## src/rtl/video_cmd_ctrl_pkg.sv

```systemverilog
// Shared opcodes, response codes, configuration layout and reset defaults
// for the splicer command controller.
package video_cmd_pkg;

  localparam logic [3:0] OP_MODE   = 4'h1;
  localparam logic [3:0] OP_CHAN   = 4'h2;
  localparam logic [3:0] OP_BRIGHT = 4'h3;
  localparam logic [3:0] OP_FREEZE = 4'h4;
  localparam logic [3:0] OP_STATUS = 4'hF;

  localparam logic [7:0] NAK_BYTE = 8'hEE;

  typedef enum logic [1:0] {
    MODE_SINGLE = 2'd0,
    MODE_DUAL   = 2'd1,
    MODE_QUAD   = 2'd2,
    MODE_PIP    = 2'd3
  } disp_mode_e;

  localparam logic [1:0] MODE_RST   = MODE_QUAD;
  localparam logic [3:0] BRIGHT_RST = 4'd8;

  typedef struct packed {
    logic [1:0] mode;
    logic [1:0] chan;
    logic [3:0] bright;
    logic       freeze;
  } cfg_t;

  localparam cfg_t CFG_RST = '{mode: MODE_RST, chan: 2'd0, bright: BRIGHT_RST, freeze: 1'b0};

  typedef enum logic [1:0] {ST_IDLE, ST_SEND, ST_GAP} tx_state_e;

endpackage

```

## src/rtl/video_cmd_ctrl_fifo.sv

```systemverilog
// Small synchronous FIFO for response bytes; pushes into a full FIFO are ignored.
module cmd_rsp_fifo #(
  parameter int W     = 8,
  parameter int DEPTH = 4
) (
  input  logic         clk,
  input  logic         rst,
  input  logic         push,
  input  logic [W-1:0] wdata,
  input  logic         pop,
  output logic [W-1:0] rdata,
  output logic         full,
  output logic         empty
);
  localparam int AW = $clog2(DEPTH);
  localparam int CW = AW + 1;

  logic [DEPTH-1:0][W-1:0] mem;
  logic [AW-1:0]           wr_ptr, rd_ptr;
  logic [CW-1:0]           cnt;
  logic                    wr, rd;

  assign wr    = push & ~full;
  assign rd    = pop & ~empty;
  assign full  = (cnt == CW'(DEPTH));
  assign empty = (cnt == '0);
  assign rdata = mem[rd_ptr];

  always_ff @(posedge clk or negedge rst) begin
    if (!rst) begin
      mem    <= '0;
      wr_ptr <= '0;
      rd_ptr <= '0;
      cnt    <= '0;
    end else begin
      if (wr) begin
        mem[wr_ptr] <= wdata;
        wr_ptr      <= wr_ptr + AW'(1);
      end
      if (rd) rd_ptr <= rd_ptr + AW'(1);
      cnt <= cnt + CW'(wr) - CW'(rd);
    end
  end

endmodule

```

## src/rtl/video_cmd_ctrl.sv

```systemverilog
// Decodes UART command nibbles into shadow display settings, loads them on
// the frame boundary, and paces one response byte per UART byte-time.
module video_cmd_ctrl
  import video_cmd_pkg::*;
#(
  parameter int CLK_FREQ  = 50_000_000,
  parameter int BAUD_RATE = 115200,
  parameter int TX_GAP    = CLK_FREQ / BAUD_RATE * 12,
  parameter int RSP_DEPTH = 4
) (
  input  logic       clk,
  input  logic       rst,
  input  logic [3:0] ctrl_command_in,
  input  logic [3:0] value_command_in,
  input  logic       vsync_in,
  output logic [7:0] feedback_data,
  output logic       feedback_flag,
  output logic [1:0] disp_mode,
  output logic [1:0] chan_sel,
  output logic [3:0] bright_level,
  output logic       freeze_en,
  output logic       cfg_update
);
  localparam int GW = $clog2(TX_GAP + 1);

  cfg_t          shd, shd_nxt, act;
  logic          cmd_vld, vs_q, vs_rise, load;
  logic          ok, chg, clr_ovf, dirty, ovf_sticky;
  logic [3:0]    vm1;
  logic [7:0]    rsp, rsp_q;
  logic          push_q, pop, fifo_full, fifo_empty;
  logic [7:0]    fifo_rdata;
  tx_state_e     st;
  logic [GW-1:0] gap_cnt;

  assign cmd_vld = |value_command_in;
  assign vs_rise = vsync_in & ~vs_q;
  assign load    = vs_rise & dirty;
  assign vm1     = value_command_in - 4'd1;

  always_comb begin
    shd_nxt = shd;
    rsp     = {ctrl_command_in, value_command_in};
    ok      = 1'b1;
    chg     = 1'b1;
    clr_ovf = 1'b0;
    case (ctrl_command_in)
      OP_MODE:   if (value_command_in <= 4'd4) shd_nxt.mode = vm1[1:0]; else ok = 1'b0;
      OP_CHAN:   if (value_command_in <= 4'd4) shd_nxt.chan = vm1[1:0]; else ok = 1'b0;
      OP_BRIGHT: begin
        if (value_command_in == 4'd1) begin
          if (shd.bright != 4'hF) shd_nxt.bright = shd.bright + 4'd1;
        end else if (value_command_in == 4'd2) begin
          if (shd.bright != 4'h0) shd_nxt.bright = shd.bright - 4'd1;
        end else ok = 1'b0;
      end
      OP_FREEZE: begin
        if (value_command_in == 4'd1)      shd_nxt.freeze = 1'b1;
        else if (value_command_in == 4'd2) shd_nxt.freeze = 1'b0;
        else ok = 1'b0;
      end
      OP_STATUS: begin
        chg = 1'b0;
        if (value_command_in == 4'd1) rsp = {shd.mode, shd.chan, shd.bright};
        else if (value_command_in == 4'd2) begin
          rsp     = {5'b0, ovf_sticky, dirty, shd.freeze};
          clr_ovf = 1'b1;
        end else ok = 1'b0;
      end
      default: ok = 1'b0;
    endcase
    if (!ok) begin
      shd_nxt = shd;
      rsp     = NAK_BYTE;
      chg     = 1'b0;
      clr_ovf = 1'b0;
    end
  end

  // Every acknowledged setting command marks the shadow dirty, even a saturated one.
  always_ff @(posedge clk or negedge rst) begin
    if (!rst) begin
      shd        <= CFG_RST;
      act        <= CFG_RST;
      dirty      <= 1'b0;
      ovf_sticky <= 1'b0;
      vs_q       <= 1'b0;
      cfg_update <= 1'b0;
      push_q     <= 1'b0;
      rsp_q      <= '0;
    end else begin
      vs_q       <= vsync_in;
      cfg_update <= load;
      if (load)    act <= shd;
      if (cmd_vld) shd <= shd_nxt;
      dirty      <= (dirty & ~load) | (cmd_vld & chg);
      push_q     <= cmd_vld;
      rsp_q      <= rsp;
      ovf_sticky <= (ovf_sticky & ~(cmd_vld & clr_ovf)) | (push_q & fifo_full);
    end
  end

  assign disp_mode    = act.mode;
  assign chan_sel     = act.chan;
  assign bright_level = act.bright;
  assign freeze_en    = act.freeze;

  cmd_rsp_fifo #(.W(8), .DEPTH(RSP_DEPTH)) u_fifo (
    .clk   (clk),
    .rst   (rst),
    .push  (push_q),
    .wdata (rsp_q),
    .pop   (pop),
    .rdata (fifo_rdata),
    .full  (fifo_full),
    .empty (fifo_empty)
  );

  assign pop = (st == ST_IDLE) & ~fifo_empty;

  // The strobe is registered on the pop, so it is high for the whole SEND cycle.
  always_ff @(posedge clk or negedge rst) begin
    if (!rst) begin
      st            <= ST_IDLE;
      gap_cnt       <= '0;
      feedback_flag <= 1'b0;
      feedback_data <= '0;
    end else begin
      case (st)
        ST_IDLE: if (!fifo_empty) begin
          feedback_data <= fifo_rdata;
          feedback_flag <= 1'b1;
          st            <= ST_SEND;
        end
        ST_SEND: begin
          feedback_flag <= 1'b0;
          gap_cnt       <= GW'(TX_GAP - 1);
          st            <= ST_GAP;
        end
        ST_GAP: begin
          if (gap_cnt == '0) st <= ST_IDLE;
          else               gap_cnt <= gap_cnt - GW'(1);
        end
        default: st <= ST_IDLE;
      endcase
    end
  end

endmodule

```

## config.mk

```make
export PLATFORM = sky130hd
export DESIGN_NAME = video_cmd_ctrl
export DESIGN_NICKNAME = d
export VERILOG_FILES = /design/src/rtl/video_cmd_ctrl_pkg.sv /design/src/rtl/video_cmd_ctrl_fifo.sv /design/src/rtl/video_cmd_ctrl.sv
export SDC_FILE = /design/constraint.sdc
export NUM_CORES = 1
export LEC_CHECK = 0
export BUFFER_PORTS_ARGS = -buffer_cell sky130_fd_sc_hd__buf_2
export CAP_MARGIN = 20
export CORE_MARGIN = 2
export CORE_UTILIZATION = 30
export CTS_BUF_LIST = sky130_fd_sc_hd__clkbuf_16
export CTS_CLUSTER_SIZE = 16
export DETAILED_ROUTE_END_ITERATION = 8
export GPL_TIMING_DRIVEN = 0
export HOLD_SLACK_MARGIN = 0.05
export SETUP_SLACK_MARGIN = 0.02
export SLEW_MARGIN = 30
export SYNTH_ARGS = -nofsm -noshare
export SYNTH_HDL_FRONTEND = slang
export SYNTH_SLANG_ARGS = --single-unit
```

## constraint.sdc

```tcl
create_clock -name clk -period 6 [get_ports clk]
set_clock_uncertainty 0.05 [all_clocks]
set_input_delay 0.9 -clock clk [delete_from_list [all_inputs] [get_ports clk]]
set_output_delay 0.9 -clock clk [all_outputs]
set_load 0.02 [all_outputs]
```

==> results.md <==
Global route:
- The via count of the first global-routing pass is between 3,000 and 4,000.
- The pin count of the biggest net entering global routing is 63.
- The number of antenna violations at the first check in global routing is 0.
- The remaining global-route overflow is 0.
- The combined global-route utilization of all metal layers is 0.119.
- The first global-routing pass estimated 15,400 um of wire.

Timing:
- The count of endpoints failing setup in the final report is 0.
- The actual slew at the worst max-slew pin is 0.814 ns.
- The final number of max-transition violations came to 0.
- Adding up every negative setup slack in the final design gives 0 ns.
- The portion of the clock cycle consumed by the worst path in the final layout is 0.513.
- The relative slew slack is 0.457.
- Timing would allow up to 0.325 GHz.
- The count of final hold-check violations was 0.
- After layout, the minimum clock period comes to between 3 and 4 ns.
- Setup repair after global routing left no endpoint under its margin.

Finish:
- From synthesis to final layout, the design area changed by 15.4%.
- At the end of the flow the core is filled with cells to 0.355.
- The proportion of layout cells with a drive suffix above 1 is 0.237.
- The finished layout holds 611 standard cells, fillers aside.
- The number of nets at the end of the flow is between 400 and 500.
- The number of diodes is 0.

Detailed routing:
- The mean number of vias per cell is a little under 5.
- The routed layout has 3,007 vias.
- The count of routing violations after the opening detailed-route iteration is 175.
- The sum of routed wire length over all layers is between 8000 and 9000 um.
- The detailed-route DRC error count is 0.
- The residual antenna-violating net count after detailed routing is 0.
- The routed length per instance is 14.5 um.
- The iteration count of the initial detailed-routing pass is 4.

Floorplanning:
- Row generation in the floorplan step produced 44 rows.
- The die covers approximately 16,000 um^2.
- The die width is 126 um.
- The count of boundary I/O pins is 30.
- The die is 126 um tall.
- The initial standard-cell utilization of the core is 0.307.
- The core box area is around 15,000 um^2.

Critical path:
- The class of the most critical setup path is input pin to register.
- The number of buffers and inverters on the critical path is 3.
- In this run the number of cells on the critical path is 10.
- The data arrival time of the critical path is 3.29 ns.
- STA classifies the critical path endpoint as a register.
- The largest stage delay on the critical path is 0.52 ns.
- The family of cells with the greatest summed delay on the critical path is compound AO/OA/AOI/OAI gates.
- The required time at the worst-slack endpoint is between 6 and 7 ns.
- The most repeated library cell on the critical path is ha_1.
- The path depth of the worst reg2reg path is 9.
- The maximum fanout along the worst path is 8.
- Walking the worst path, the cells encountered are buf_2 -> inv_1 -> ha_1 -> nor3b_4 -> clkinv_1 -> ha_1 -> a21oi_1 -> nand3_1 -> a2111oi_0 -> xor2_1.
- The worst setup path is launched from an input pin.
- The largest individual stage delay along the critical path comes from the cell a2111oi_0.

Clock network:
- The number of post-CTS setup repair buffers is 0.
- The longest clock path from root to sink contains 2 buffers.
- CTS built an H-tree with a depth of 3.
- Clock tree synthesis found a total of 94 sinks.
- The number of CTS-inserted buffers is 9.
- At the later pin of the worst-skew pair, clock insertion delay measures about 0.34 ns.
- Clock-pin slew was measured on the worst setup and hold paths at 0.07 ns.
- The number of gates resized after CTS is 0.
- The total of hold buffers inserted after clock tree synthesis is 0.
- The CTS tree is done.
- The root buffer selected by CTS is clkbuf_16.

Synthesis:
- When the netlist entered floorplanning its net count stood at 410.
- For this run, the leading register cell type out of synthesis is dfrtp_1.
- The leading area contributor after synthesis is dfrtp_1.
- The async set-reset flop share out of synthesis is 1.00.
- Yosys mapped the design onto 61 distinct sky130hd cell types.
- The cell area after technology mapping is 4480 um^2.
- The register area share after synthesis is 0.526.
- The number of warning messages in the yosys log is 0.
- The share of the synthesized area in the top cell type is 0.502.
- By area the synthesized netlist is led by dfrtp_1, mux2_2, nand2_1.
- The gate count of the mapped netlist is 384.
- The number of enable flip-flop cells after synthesis is 0.
- The post-synthesis average cell area is 11.7 um^2.
- Synthesis inferred 94 register bits.

Flow run:
- Across the run, the number of max-cap violations was 0.

Power:
- The leakage power figure is about 2.2 nW.
- The overall power after layout is around 2.1 mW.
- The largest voltage drop on the vdd net is ~200 uV.
- In this run the power density over the cells is 406 nW/um^2.

Placement:
- The number of I/O port buffers is 28.
- The number of placed instances with taps included is 597.
- Routability-driven placement finished with a final weighted congestion of 0.824.
- Summed over all nets, the half-perimeter wirelength after detailed placement is 6290 um.

Hold path:
- The path class of the tightest hold or removal check is input pin to asynchronous set/reset pin.

Outcome:
- The run finished with clean final reports.
layout make-up:
cell class / count / area, um^2
fillers: 1424 / 9420
flip-flops and latches: 94 / 2360
multi-input cells: 256 / 2000
well taps: 184 / 230
clock buffers: 9 / 225
repair buffers: 29 / 174
inverters: 24 / 90.1
clock inverters: 5 / 61.3
plain buffers: 10 / 38.8
worst reg2reg max path, delay by kind of cell (launching register included):
kind / cells / cell delay (ns)
AND/OR/NAND/NOR: 2 / 0.38
flip-flops: 1 / 0.40
buffers and inverters: 2 / 0.33
XOR/XNOR: 2 / 0.31
adder cells (fa/ha/maj): 3 / 0.96
synth_stat cells, types with 3 or more instances:
cell      number
dfrtp_1       90
mux2i_1        7
clkbuf_1       8
nand2_1       55
o21a_1         3
ha_1          13
mux2_2        36
o21ai_0       11
dfstp_2        4
nand3b_1       4
or4_1          6
nor2_1        11
o31ai_1        9
nor2b_1        6
nand3_1       18
mux4_2         8
a21oi_1        3
a22oi_1        4
xnor2_1        7
and3_1         3
nor3_1         5
a31oi_1        3
inv_1         22
path summary, 6_finish.rpt:
path | startpoint | end | slack (ns)
hold / removal | rst | gap_cnt[5] | 0.38
hold reg to reg | feedback_data[0] | feedback_data[0] | 0.42
setup reg to reg | u_fifo.cnt[1] | u_fifo.cnt[2] | 3.49
max in group asynchronous | rst | shd[8] | 4.86
min in group clk | feedback_data[0] | feedback_data[0] | 0.42
setup / recovery | value_command_in[1] | shd[4] | 2.92
power breakdown:
group          switching, mW  internal [mW]
Clock                  0.236          0.320
Sequential            0.0958          0.781
Combinational          0.389          0.278
Total                  0.721           1.38
through the flow:
step           cell area (um^2)  hold WS (ns)  setup WS [ns]
3_5_place_dp               4890         0.407           2.56
5_1_grt                    5170         0.394           2.67
2_1_floorplan              4480         0.403           3.01
3_3_place_gp               4850         0.398           2.59
6_report                   5170         0.385           2.92
4_1_cts                    5170         0.379           2.93
flip-flops by register name, indices dropped and copies added, names as in the netlist:
| name | flops |
|---|---|
| dirty | 1 |
| cfg_update | 1 |
| chan_sel | 2 |
| u_fifo.rd_ptr | 2 |
| rsp_q | 8 |
| vs_q | 1 |
| ovf_sticky | 1 |
| bright_level | 4 |
| st | 2 |
| u_fifo.mem | 32 |
| u_fifo.wr_ptr | 2 |
| disp_mode | 2 |
| feedback_flag | 1 |
| feedback_data | 8 |
| push_q | 1 |
| freeze_en | 1 |
| gap_cnt | 13 |
| shd | 9 |
| u_fifo.cnt | 3 |
per-layer routing:
metal,up-vias,wire [um],track usage
met5,-,0,0
li1,1452,-,-
met4,0,57,0.0356
met2,60,4040,0.192
met3,4,383,0.0391
met1,1491,4350,0.153
cell families after synthesis:
family,after synthesis,synth area share
xor gates and xnor gates,8,0.0156
DFF,94,0.526
adders and majority gates,15,0.0452
buffers and inverters,34,0.0287
and+or+nand+nor,131,0.152
AOI/OAI and AO/OA,51,0.0860
muxes,51,0.146
placed cells by master, fill, tap and decap left out, types with 8 or more instances in the layout:
| master | instances |
|---|---|
| dfrtp_1 | 90 |
| mux2_2 | 36 |
| nor2_1 | 11 |
| nand2_1 | 55 |
| inv_1 | 22 |
| o31ai_1 | 9 |
| buf_2 | 28 |
| clkbuf_1 | 8 |
| nand3_1 | 18 |
| ha_1 | 13 |
| mux4_2 | 8 |
| clkbuf_16 | 9 |
| o21ai_0 | 11 |
Power figures use the tool's default switching activity.
